### config.mk
export PLATFORM = sky130hd
export DESIGN_NAME = vga_timing_gen
export DESIGN_NICKNAME = d
export VERILOG_FILES = /design/src/rtl/vga_timing_gen.sv
export SDC_FILE = /design/constraint.sdc
export NUM_CORES = 1
export LEC_CHECK = 0
export BUFFER_PORTS_ARGS = -buffer_cell sky130_fd_sc_hd__buf_2
export CAP_MARGIN = 20
export CORE_UTILIZATION = 53
export DETAILED_ROUTE_END_ITERATION = 6
export GPL_TIMING_DRIVEN = 0
export PLACE_DENSITY = 0.85
export SYNTH_ARGS = -nofsm -noshare
export SYNTH_HDL_FRONTEND = slang
export SYNTH_SLANG_ARGS = --single-unit
### constraint.sdc
create_clock -name i_vga_clk -period 2.3 [get_ports i_vga_clk]
set_input_delay 0.115 -clock i_vga_clk [delete_from_list [all_inputs] [get_ports i_vga_clk]]
set_output_delay 0.115 -clock i_vga_clk [all_outputs]
set_load 0.02 [all_outputs]
### src/rtl/vga_timing_gen.sv
// vga_timing_gen: 640x480@60 raster timing generator with a pixel request port
// and a three-stage output pipeline (request, upstream fetch, output register).
// Optional feature: define VGA_TEST_PATTERN_EN to add i_pattern_sel, which replaces
// the upstream pixel data with eight vertical colour bars.
module vga_timing_gen #(
    parameter int unsigned H_SYNC   = 96,
    parameter int unsigned H_BACK   = 48,
    parameter int unsigned H_ACTIVE = 640,
    parameter int unsigned H_FRONT  = 16,
    parameter int unsigned V_SYNC   = 2,
    parameter int unsigned V_BACK   = 33,
    parameter int unsigned V_ACTIVE = 480,
    parameter int unsigned V_FRONT  = 10
) (
    input  logic        i_vga_clk,
    input  logic        i_sys_rst,
    input  logic [15:0] i_pix_data_in,
`ifdef VGA_TEST_PATTERN_EN
    input  logic        i_pattern_sel,
`endif
    output logic        o_pix_req,
    output logic [9:0]  o_pix_x,
    output logic [9:0]  o_pix_y,
    output logic        o_frame_start,
    output logic        o_hsync,
    output logic        o_vsync,
    output logic        o_de,
    output logic [15:0] o_rgb
);

    // Both totals must not exceed 1024 so the 10-bit counters can hold them.
    localparam int unsigned H_TOTAL = H_SYNC + H_BACK + H_ACTIVE + H_FRONT;
    localparam int unsigned V_TOTAL = V_SYNC + V_BACK + V_ACTIVE + V_FRONT;

    localparam logic [9:0]  H_LAST      = 10'(H_TOTAL - 1);
    localparam logic [9:0]  V_LAST      = 10'(V_TOTAL - 1);
    localparam logic [9:0]  H_SYNC_END  = 10'(H_SYNC);
    localparam logic [9:0]  V_SYNC_END  = 10'(V_SYNC);
    localparam logic [9:0]  H_ACT_BEG   = 10'(H_SYNC + H_BACK);
    localparam logic [9:0]  V_ACT_BEG   = 10'(V_SYNC + V_BACK);
    // End bounds are 11 bits wide so a region ending exactly at 1024 still compares correctly.
    localparam logic [10:0] H_ACT_END   = 11'(H_SYNC + H_BACK + H_ACTIVE);
    localparam logic [10:0] V_ACT_END   = 11'(V_SYNC + V_BACK + V_ACTIVE);

    // Raster counters
    logic [9:0]  r_h_cnt;
    logic [9:0]  r_v_cnt;
    logic        w_h_last;
    logic        w_v_last;

    // Region decode and stage 1 next-state
    logic        w_h_sync;
    logic        w_v_sync;
    logic        w_h_act;
    logic        w_v_act;
    logic        w_req;
    logic [9:0]  w_x;
    logic [9:0]  w_y;
    logic        w_fs;

    // Stage 1
    logic        r_pix_req;
    logic [9:0]  r_pix_x;
    logic [9:0]  r_pix_y;
    logic        r_frame_start;
    logic        r_hs1;
    logic        r_vs1;
    logic        r_de1;

    // Stage 2
    logic        r_hs2;
    logic        r_vs2;
    logic        r_de2;

    // Stage 3
    logic        r_hsync;
    logic        r_vsync;
    logic        r_de;
    logic [15:0] r_rgb;
    logic [15:0] w_rgb_next;

`ifdef VGA_TEST_PATTERN_EN
    localparam int unsigned BAR_W_I = ((H_ACTIVE / 8) == 0) ? 1 : (H_ACTIVE / 8);
    localparam logic [9:0]  BAR_W   = 10'(BAR_W_I);

    logic [9:0]  r_x2;
    logic [2:0]  w_bar_idx;
    logic [15:0] w_bar_rgb;
`endif

    assign w_h_last = (r_h_cnt == H_LAST);
    assign w_v_last = (r_v_cnt == V_LAST);

    // Raster counters: v advances on h wrap, and both wrap together at the frame end.
    always_ff @(posedge i_vga_clk) begin
        if (i_sys_rst) begin
            r_h_cnt <= '0;
            r_v_cnt <= '0;
        end else if (w_h_last) begin
            r_h_cnt <= '0;
            r_v_cnt <= w_v_last ? '0 : r_v_cnt + 10'd1;
        end else begin
            r_h_cnt <= r_h_cnt + 10'd1;
        end
    end

    // Region decode from the counters; coordinates are zero outside the visible area.
    always_comb begin
        w_h_sync = (r_h_cnt < H_SYNC_END);
        w_v_sync = (r_v_cnt < V_SYNC_END);
        w_h_act  = (r_h_cnt >= H_ACT_BEG) && ({1'b0, r_h_cnt} < H_ACT_END);
        w_v_act  = (r_v_cnt >= V_ACT_BEG) && ({1'b0, r_v_cnt} < V_ACT_END);
        w_req    = w_h_act && w_v_act;
        w_x      = w_req ? (r_h_cnt - H_ACT_BEG) : 10'd0;
        w_y      = w_req ? (r_v_cnt - V_ACT_BEG) : 10'd0;
        w_fs     = w_req && (w_x == 10'd0) && (w_y == 10'd0);
    end

    // Stage 1: pixel request to upstream, with sync/de carried alongside.
    always_ff @(posedge i_vga_clk) begin
        if (i_sys_rst) begin
            r_pix_req     <= 1'b0;
            r_pix_x       <= '0;
            r_pix_y       <= '0;
            r_frame_start <= 1'b0;
            r_hs1         <= 1'b1;
            r_vs1         <= 1'b1;
            r_de1         <= 1'b0;
        end else begin
            r_pix_req     <= w_req;
            r_pix_x       <= w_x;
            r_pix_y       <= w_y;
            r_frame_start <= w_fs;
            r_hs1         <= ~w_h_sync;
            r_vs1         <= ~w_v_sync;
            r_de1         <= w_req;
        end
    end

    // Stage 2: hold timing for the cycle in which upstream returns the pixel.
    always_ff @(posedge i_vga_clk) begin
        if (i_sys_rst) begin
            r_hs2 <= 1'b1;
            r_vs2 <= 1'b1;
            r_de2 <= 1'b0;
        end else begin
            r_hs2 <= r_hs1;
            r_vs2 <= r_vs1;
            r_de2 <= r_de1;
        end
    end

`ifdef VGA_TEST_PATTERN_EN
    // Pattern column tracks the pixel whose data is being captured this cycle.
    always_ff @(posedge i_vga_clk) begin
        if (i_sys_rst) begin
            r_x2 <= '0;
        end else begin
            r_x2 <= r_pix_x;
        end
    end

    assign w_bar_idx = 3'(r_x2 / BAR_W);

    // Colour bar lookup, white to black.
    always_comb begin
        case (w_bar_idx)
            3'd0:    w_bar_rgb = 16'hFFFF;
            3'd1:    w_bar_rgb = 16'hFFE0;
            3'd2:    w_bar_rgb = 16'h07FF;
            3'd3:    w_bar_rgb = 16'h07E0;
            3'd4:    w_bar_rgb = 16'hF81F;
            3'd5:    w_bar_rgb = 16'hF800;
            3'd6:    w_bar_rgb = 16'h001F;
            default: w_bar_rgb = 16'h0000;
        endcase
    end
`endif

    // Stage 3 data select: only visible pixels carry colour, blanking is forced black.
    always_comb begin
        w_rgb_next = 16'h0000;
        if (r_de2) begin
`ifdef VGA_TEST_PATTERN_EN
            w_rgb_next = i_pattern_sel ? w_bar_rgb : i_pix_data_in;
`else
            w_rgb_next = i_pix_data_in;
`endif
        end
    end

    // Stage 3: output registers keep sync, de and rgb mutually aligned.
    always_ff @(posedge i_vga_clk) begin
        if (i_sys_rst) begin
            r_hsync <= 1'b1;
            r_vsync <= 1'b1;
            r_de    <= 1'b0;
            r_rgb   <= '0;
        end else begin
            r_hsync <= r_hs2;
            r_vsync <= r_vs2;
            r_de    <= r_de2;
            r_rgb   <= w_rgb_next;
        end
    end

    assign o_pix_req     = r_pix_req;
    assign o_pix_x       = r_pix_x;
    assign o_pix_y       = r_pix_y;
    assign o_frame_start = r_frame_start;
    assign o_hsync       = r_hsync;
    assign o_vsync       = r_vsync;
    assign o_de          = r_de;
    assign o_rgb         = r_rgb;

endmodule

==> run metrics, run 1 <==
post-layout instance area 3430 sq um; Post-Route WL 7180 um; Synth Area per Inst 9.39 sq um; Seq/Total Area, Yosys 0.503; crit path time final 2.28 ns; skew final 0.00571 ns; cell row count 25; post-CTS setup buffer count 0; CTS buffer count 9; CP Launch Type flop; Slew headroom 0.609; Peak supply drop 488 uV; gr usage total 0.261; initial antenna violation count 0; FF-to-FF End o_pix_y[4]; Via density 5.43; unique cell type count in the Yosys netlist 47; layout cell share with drive strength beyond 1 0.272; Final HPWL DP 3770 um; TritonCTS clock tree built; CTS Sinks 66; HP Class in -> reg; Slew Viols, Final 0; Setup crit end kind flop; async set-or-reset flop fraction in the synthesized netlist 0; Clock Path Buffers 2; Peak Freq 439 MHz; YS warnings 0; Cell Area, Placed 3000 sq um; post-synthesis cell count 280; DRC viols 0; largest net degree at the start of global routing 12; WHS Path Cells 2; dominant synthesized flop cell dfxtp_1; Routed Antenna Nets 0; Root Buffer clkbuf_8; Hold Startpoint i_sys_rst; Leak 1.56 nW; Ports 59; via count 2356; Post-synth EDFFs 0; Tot Pwr 0.00241 W; WP data arrival 2.52 ns; Max Cap Viol 0; minimum setup slack among reg-to-reg paths 0.02 ns; worst hold endpoint r_de2; endpoints failing hold 0; register bit count reported by yosys 66; grt total ovfl 0; slew of the pin with the lowest slew margin 0.587 ns; TritonRoute pass-1 iters 5; number of global-route vias before repair 2167; Worst-path clk slew 0.07 ns; Setup Crit Path Kind reg -> reg; R2R depth 8; IO buf count 58; required time worst endpoint 2.55 ns; Layout area overhead 30.4%; status finished clean; Setup-failing EPs final 0; Avg WL per Cell 16.6 um; CTS H-Tree Depth 3; Synthesized Nets 305; Final GP Congestion 0.893; Min Hold Slack 0.0485 ns; 1st-iter DRT viols 204; # nets final 388; first-pass GRT wire length 10400 um; Die Ht 72.4 um; Clock Latency Late Sink 0.34 ns; DIE AREA 5250 sq um; # diodes 0; Synth Cell Area 2630 sq um; Final Cycle Share 0.989; worst-path maximum fanout 10; R2R Path Start r_h_cnt[5]; origin of the worst setup path r_h_cnt[5]; Die Width 72.4 um; pwr dens 703 nW/um^2; total core area 4750 sq um; initial core utilization 0.553
==> where the power goes <==
part	switching [W]	internal [W]	total [W]
Combinational	0.0000329	0.0000402	0.0000731
Sequential	0.00000554	0.00115	0.00116
Clock	0.000437	0.000741	0.00118
==> worst max-delay path by stage <==
stage,to
floorplan,o_pix_y[5]
global placement,o_pix_x[6]
detailed placement,o_pix_x[4]
CTS,o_pix_x[4]
global route,o_pix_y[4]
finish,o_pix_y[4]
==> state kept, by name, indices dropped and copies added, names as in the netlist <==
register and cells:
o_de 1, r_v_cnt 10, o_pix_x 10, o_pix_y 10
o_hsync 1, r_vs1 1, r_de2 1, o_rgb 16
r_hs1 1, r_h_cnt 10, o_vsync 1, o_frame_start 1
r_vs2 1, r_de1 1, r_hs2 1
==> cell families after synthesis <==
kind of cell | count (synthesis) | share of synthesized area
compound gates | 28 | 0.0742
xor+xnor | 22 | 0.0733
fa+ha+maj | 7 | 0.0333
buf+inv | 32 | 0.0552
flops | 66 | 0.503
simple gates | 125 | 0.261
==> repair_timing <==
action,CTS,global route
hold endpoints to repair,16,0
hold buffers,16,0
gates cloned,0,0
endpoints found under the setup margin,17,26
gates resized for setup,2,3
==> critical path, stage by stage, from the launching register on <==
cell	delay, ns
dfxtp_1	0.44
inv_1	0.15
ha_2	0.24
or3b_2	0.45
a31oi_1	0.18
o211ai_1	0.14
a21o_1	0.23
buf_6	0.16
a21oi_1	0.20
==> routing by layer <==
layer / wire length [um] / GRT usage / share of wire
met5: 0 / 0 / 0
met3: 629 / 0.0694 / 0.088
met1: 2810 / 0.300 / 0.39
met4: 259 / 0.142 / 0.036
met2: 3490 / 0.440 / 0.49
==> through the flow <==
| stage | instances | setup TNS, ns | util | setup WS (ns) |
|---|---|---|---|---|
| floorplan | 280 | 0 | - | 0.260 |
| global placement | 405 | -0.676 | 0.632 | -0.0951 |
| detailed placement | 405 | -0.561 | 0.632 | -0.0861 |
| CTS | 435 | 0 | 0.717 | 0.0722 |
| global route | 434 | -0.204 | 0.721 | -0.0634 |
| finish | 434 | 0 | 0.721 | 0.0245 |
==> cell usage in the layout (no fill, tap or decap), types with 8 or more instances in the layout <==
master,n
inv_1,12
xnor2_1,11
dfxtp_1,65
nor2_1,42
clkbuf_1,8
nand3_1,8
dlygate4sd3_1,16
buf_2,66
clkbuf_8,10
and2_1,17
xor2_1,11
==> layout make-up <==
| type | count | area [sq um] |
|---|---|---|
| Buffer | 18 | 92.6 |
| Multi-Input combinational cell | 182 | 1190 |
| Fill cell | 300 | 1330 |
| Clock buffer | 10 | 138 |
| Clock inverter | 5 | 103 |
| Sequential cell | 66 | 1320 |
| Tap cell | 67 | 83.8 |
| Inverter | 12 | 45.0 |
| Timing Repair Buffer | 74 | 450 |
==> Yosys cell counts (all sizes together) (4+ instances only) <==
cell | number | area share
nor4 | 5 | 0.014
dfxtp | 66 | 0.50
clkbuf | 10 | 0.014
buf | 10 | 0.024
or2 | 4 | 0.0095
nand3 | 9 | 0.019
ha | 7 | 0.033
nand4 | 6 | 0.014
nor2 | 42 | 0.060
nor3 | 10 | 0.025
xnor2 | 11 | 0.037
and2 | 17 | 0.040
xor2 | 11 | 0.037
nand2 | 7 | 0.010
inv | 12 | 0.017
nor2b | 5 | 0.012
nand2b | 4 | 0.0095
o21ai | 5 | 0.0095
a21oi | 8 | 0.017
(Power assumes the default switching activity.)
==> run 2, diff against run 1 <==
Settings changed: CELL_PAD_IN_SITES_DETAIL_PLACEMENT from default to 0, CELL_PAD_IN_SITES_GLOBAL_PLACEMENT from default to 1, CORE_UTILIZATION 53 to 40, SKIP_CTS_REPAIR_TIMING from default to 1.
Clock period 2.3 ns to 2.6 ns, I/O delays scaled along.
==> run 2 against run 1 <==
Effect of this change:
- the run now ends with negative hold slack left
- utilization is 19 points lower
- via count is 8.4% lower
- total power is 14% lower
- maximum frequency is 5.4% lower
- cell area is 1.6% lower
- critical path depth is 1 lower
- register-to-register slack better by 0.17 ns
- sequential cell count stayed put
- non-clock buffer count is 2 lower
- worst hold slack worse by 0.062 ns
- critical endpoint is now o_frame_start
- largest cell class unchanged
==> run metrics, run 2 (synthesis results as in run 1) <==
status finished, violations left (was finished clean); failing checks negative hold slack; Setup crit end kind flop (unchanged); HP Class in -> reg (unchanged); crit-path cells ha_1 > clkbuf_1 > o41ai_1 > nand3b_1 > o31ai_1 > nand3_1 > nor3_1 (was inv_1 > ha_2 > or3b_2 > a31oi_1 > o211ai_1 > a21o_1 > buf_6 > a21oi_1); critical path's slowest cell o41ai_1 (was or3b_2); Layout area overhead 28.3% (was 30.4%); gr usage total 0.163 (was 0.261); initial antenna violation count 0 (unchanged); max reg flops 16 (unchanged); DRC viols 0 (unchanged); Final Cycle Share 0.925 (was 0.989); # diodes 0 (unchanged); Die Width 83.1 um (was 72.4 um); CTS H-Tree Depth 3 (unchanged); endpoints failing hold 2 (was 0); cell row count 29 (was 25); Final HPWL DP 3720 um (was 3770 um); Fillers 587 (was 300); 1st-iter DRT viols 95 (was 204); required time worst endpoint 2.85 ns (was 2.55 ns); CTS buffer count 9 (unchanged); Peak supply drop 367 uV (was 488 uV); Min Hold Slack -0.0135 ns (was 0.0485 ns); R2R Path Start r_v_cnt[0] (was r_h_cnt[5]); sum of buffers and inverters on the critical path 1 (was 2); TritonCTS clock tree built (unchanged); crit path time final 2.40 ns (was 2.28 ns); kind of cell adding the most delay to the critical path compound AO/OA/AOI/OAI gates (unchanged); Cell Area, Placed 3020 sq um (was 3000 sq um); Clock Latency Late Sink 0.34 ns (about the same); Via density 4.87 (was 5.43); initial core utilization 0.414 (was 0.553); Setup Crit Path Kind reg -> reg (unchanged); Ports 59 (unchanged); Setup-failing EPs final 0 (unchanged); Slew headroom 0.349 (was 0.609); first-pass GRT wire length 9010 um (was 10400 um); setup_tns 0 ns (unchanged); total core area 6350 sq um (was 4750 sq um); Slew Viols, Final 0 (unchanged); CTS Sinks 66 (unchanged); Worst-path clk slew 0.07 ns (about the same); Hold Startpoint i_pix_data_in[4] (was i_sys_rst); skew final 0.00596 ns (was 0.00571 ns); Root Buffer clkbuf_8 (unchanged); Routed Antenna Nets 0 (unchanged); final cell count without fillers 443 (was 434); Sequential cell area 1320 sq um (about the same); RSZ-0062 raised after global routing false; CP peak stage delay 0.83 ns (was 0.45 ns); most frequent cells in the layout 66 x buf_2, 66 x dfxtp_1, 42 x nor2_1, 17 x and2_1 (was 66 x buf_2, 65 x dfxtp_1, 42 x nor2_1, 17 x and2_1, 16 x dlygate4sd3_1); grt total ovfl 0 (unchanged); Post-Route WL 5320 um (was 7180 um); origin of the worst setup path r_v_cnt[0] (was r_h_cnt[5]); Final GP Congestion 0.833 (was 0.893); DIE AREA 6900 sq um (was 5250 sq um); post-layout instance area 3370 sq um (was 3430 sq um); number of global-route vias before repair 1933 (was 2167); slew of the pin with the lowest slew margin 0.963 ns (was 0.587 ns); Peak Freq 416 MHz (was 439 MHz); IO buf count 58 (unchanged); worst-path maximum fanout 10 (unchanged); layout cell share with drive strength beyond 1 0.268 (was 0.272); # nets final 386 (was 388); Avg WL per Cell 12.0 um (was 16.6 um); footprint of the multi-input gates 1160 sq um (was 1190 sq um); Cells after DPL 415 (was 405); pwr dens 615 nW/um^2 (was 703 nW/um^2); Clock Path Buffers 2 (unchanged); WP data arrival 2.66 ns (was 2.52 ns); largest net degree at the start of global routing 13 (was 12); via count 2159 (was 2356); Leak 1.53 nW (was 1.56 nW); TritonRoute pass-1 iters 5 (unchanged); Max Cap Viol 0 (unchanged); CP Launch Type flop (unchanged); Die Ht 83.1 um (was 72.4 um)
-- run 2: metrics by stage --
stage               worst slack [ns]  utilization  total power [W]
detailed placement             0.217        0.475          0.00109
global placement               0.203        0.475          0.00109
finish                         0.196        0.531          0.00207
CTS                            0.182        0.512          0.00209
global route                 0.00389        0.531          0.00215
floorplan                      0.560            -          0.00107
-- run 2: worst register-to-register path: stages (launching register included) --
cell      delay [ns]
dfxtp_1         0.39
ha_1            0.24
clkbuf_1        0.22
o41ai_1         0.83
nand3b_1        0.14
o31ai_1         0.14
nand3_1         0.12
nor3_1          0.22
-- run 2: power breakdown --
group          leakage (nW)  internal [W]  total [W]  switching, W
clock                 0.116      0.000597   0.000996      0.000399
combinational         0.880     0.0000314  0.0000561     0.0000247
sequential            0.534       0.00102    0.00102    0.00000418
-- run 2: area by class of cell --
cell class	instances	area share
Timing Repair Buffer	70	0.122
Buffer	20	0.0297
Clock inverter	5	0.0252
Sequential cell	66	0.392
Multi-Input combinational cell	182	0.345
Inverter	12	0.0134
Tap cell	77	0.0286
Clock buffer	11	0.0449
-- run 2: final timing paths --
kind / to / slack, ns / cells past startpoint
min: o_rgb[4] / -0.01 / 2
max reg2reg: o_frame_start / 0.20 / 7
max: o_frame_start / 0.20 / 7
min reg2reg: o_vsync / 0.41 / 1
-- run 2: layer usage --
layer	share of wire	track usage	vias to the layer above	wire, um
met2	0.44	0.238	61	2340
met1	0.49	0.217	988	2610
met5	0	0	-	0
met4	0.023	0.100	0	123
met3	0.046	0.0388	13	246
li1	-	-	1097	-
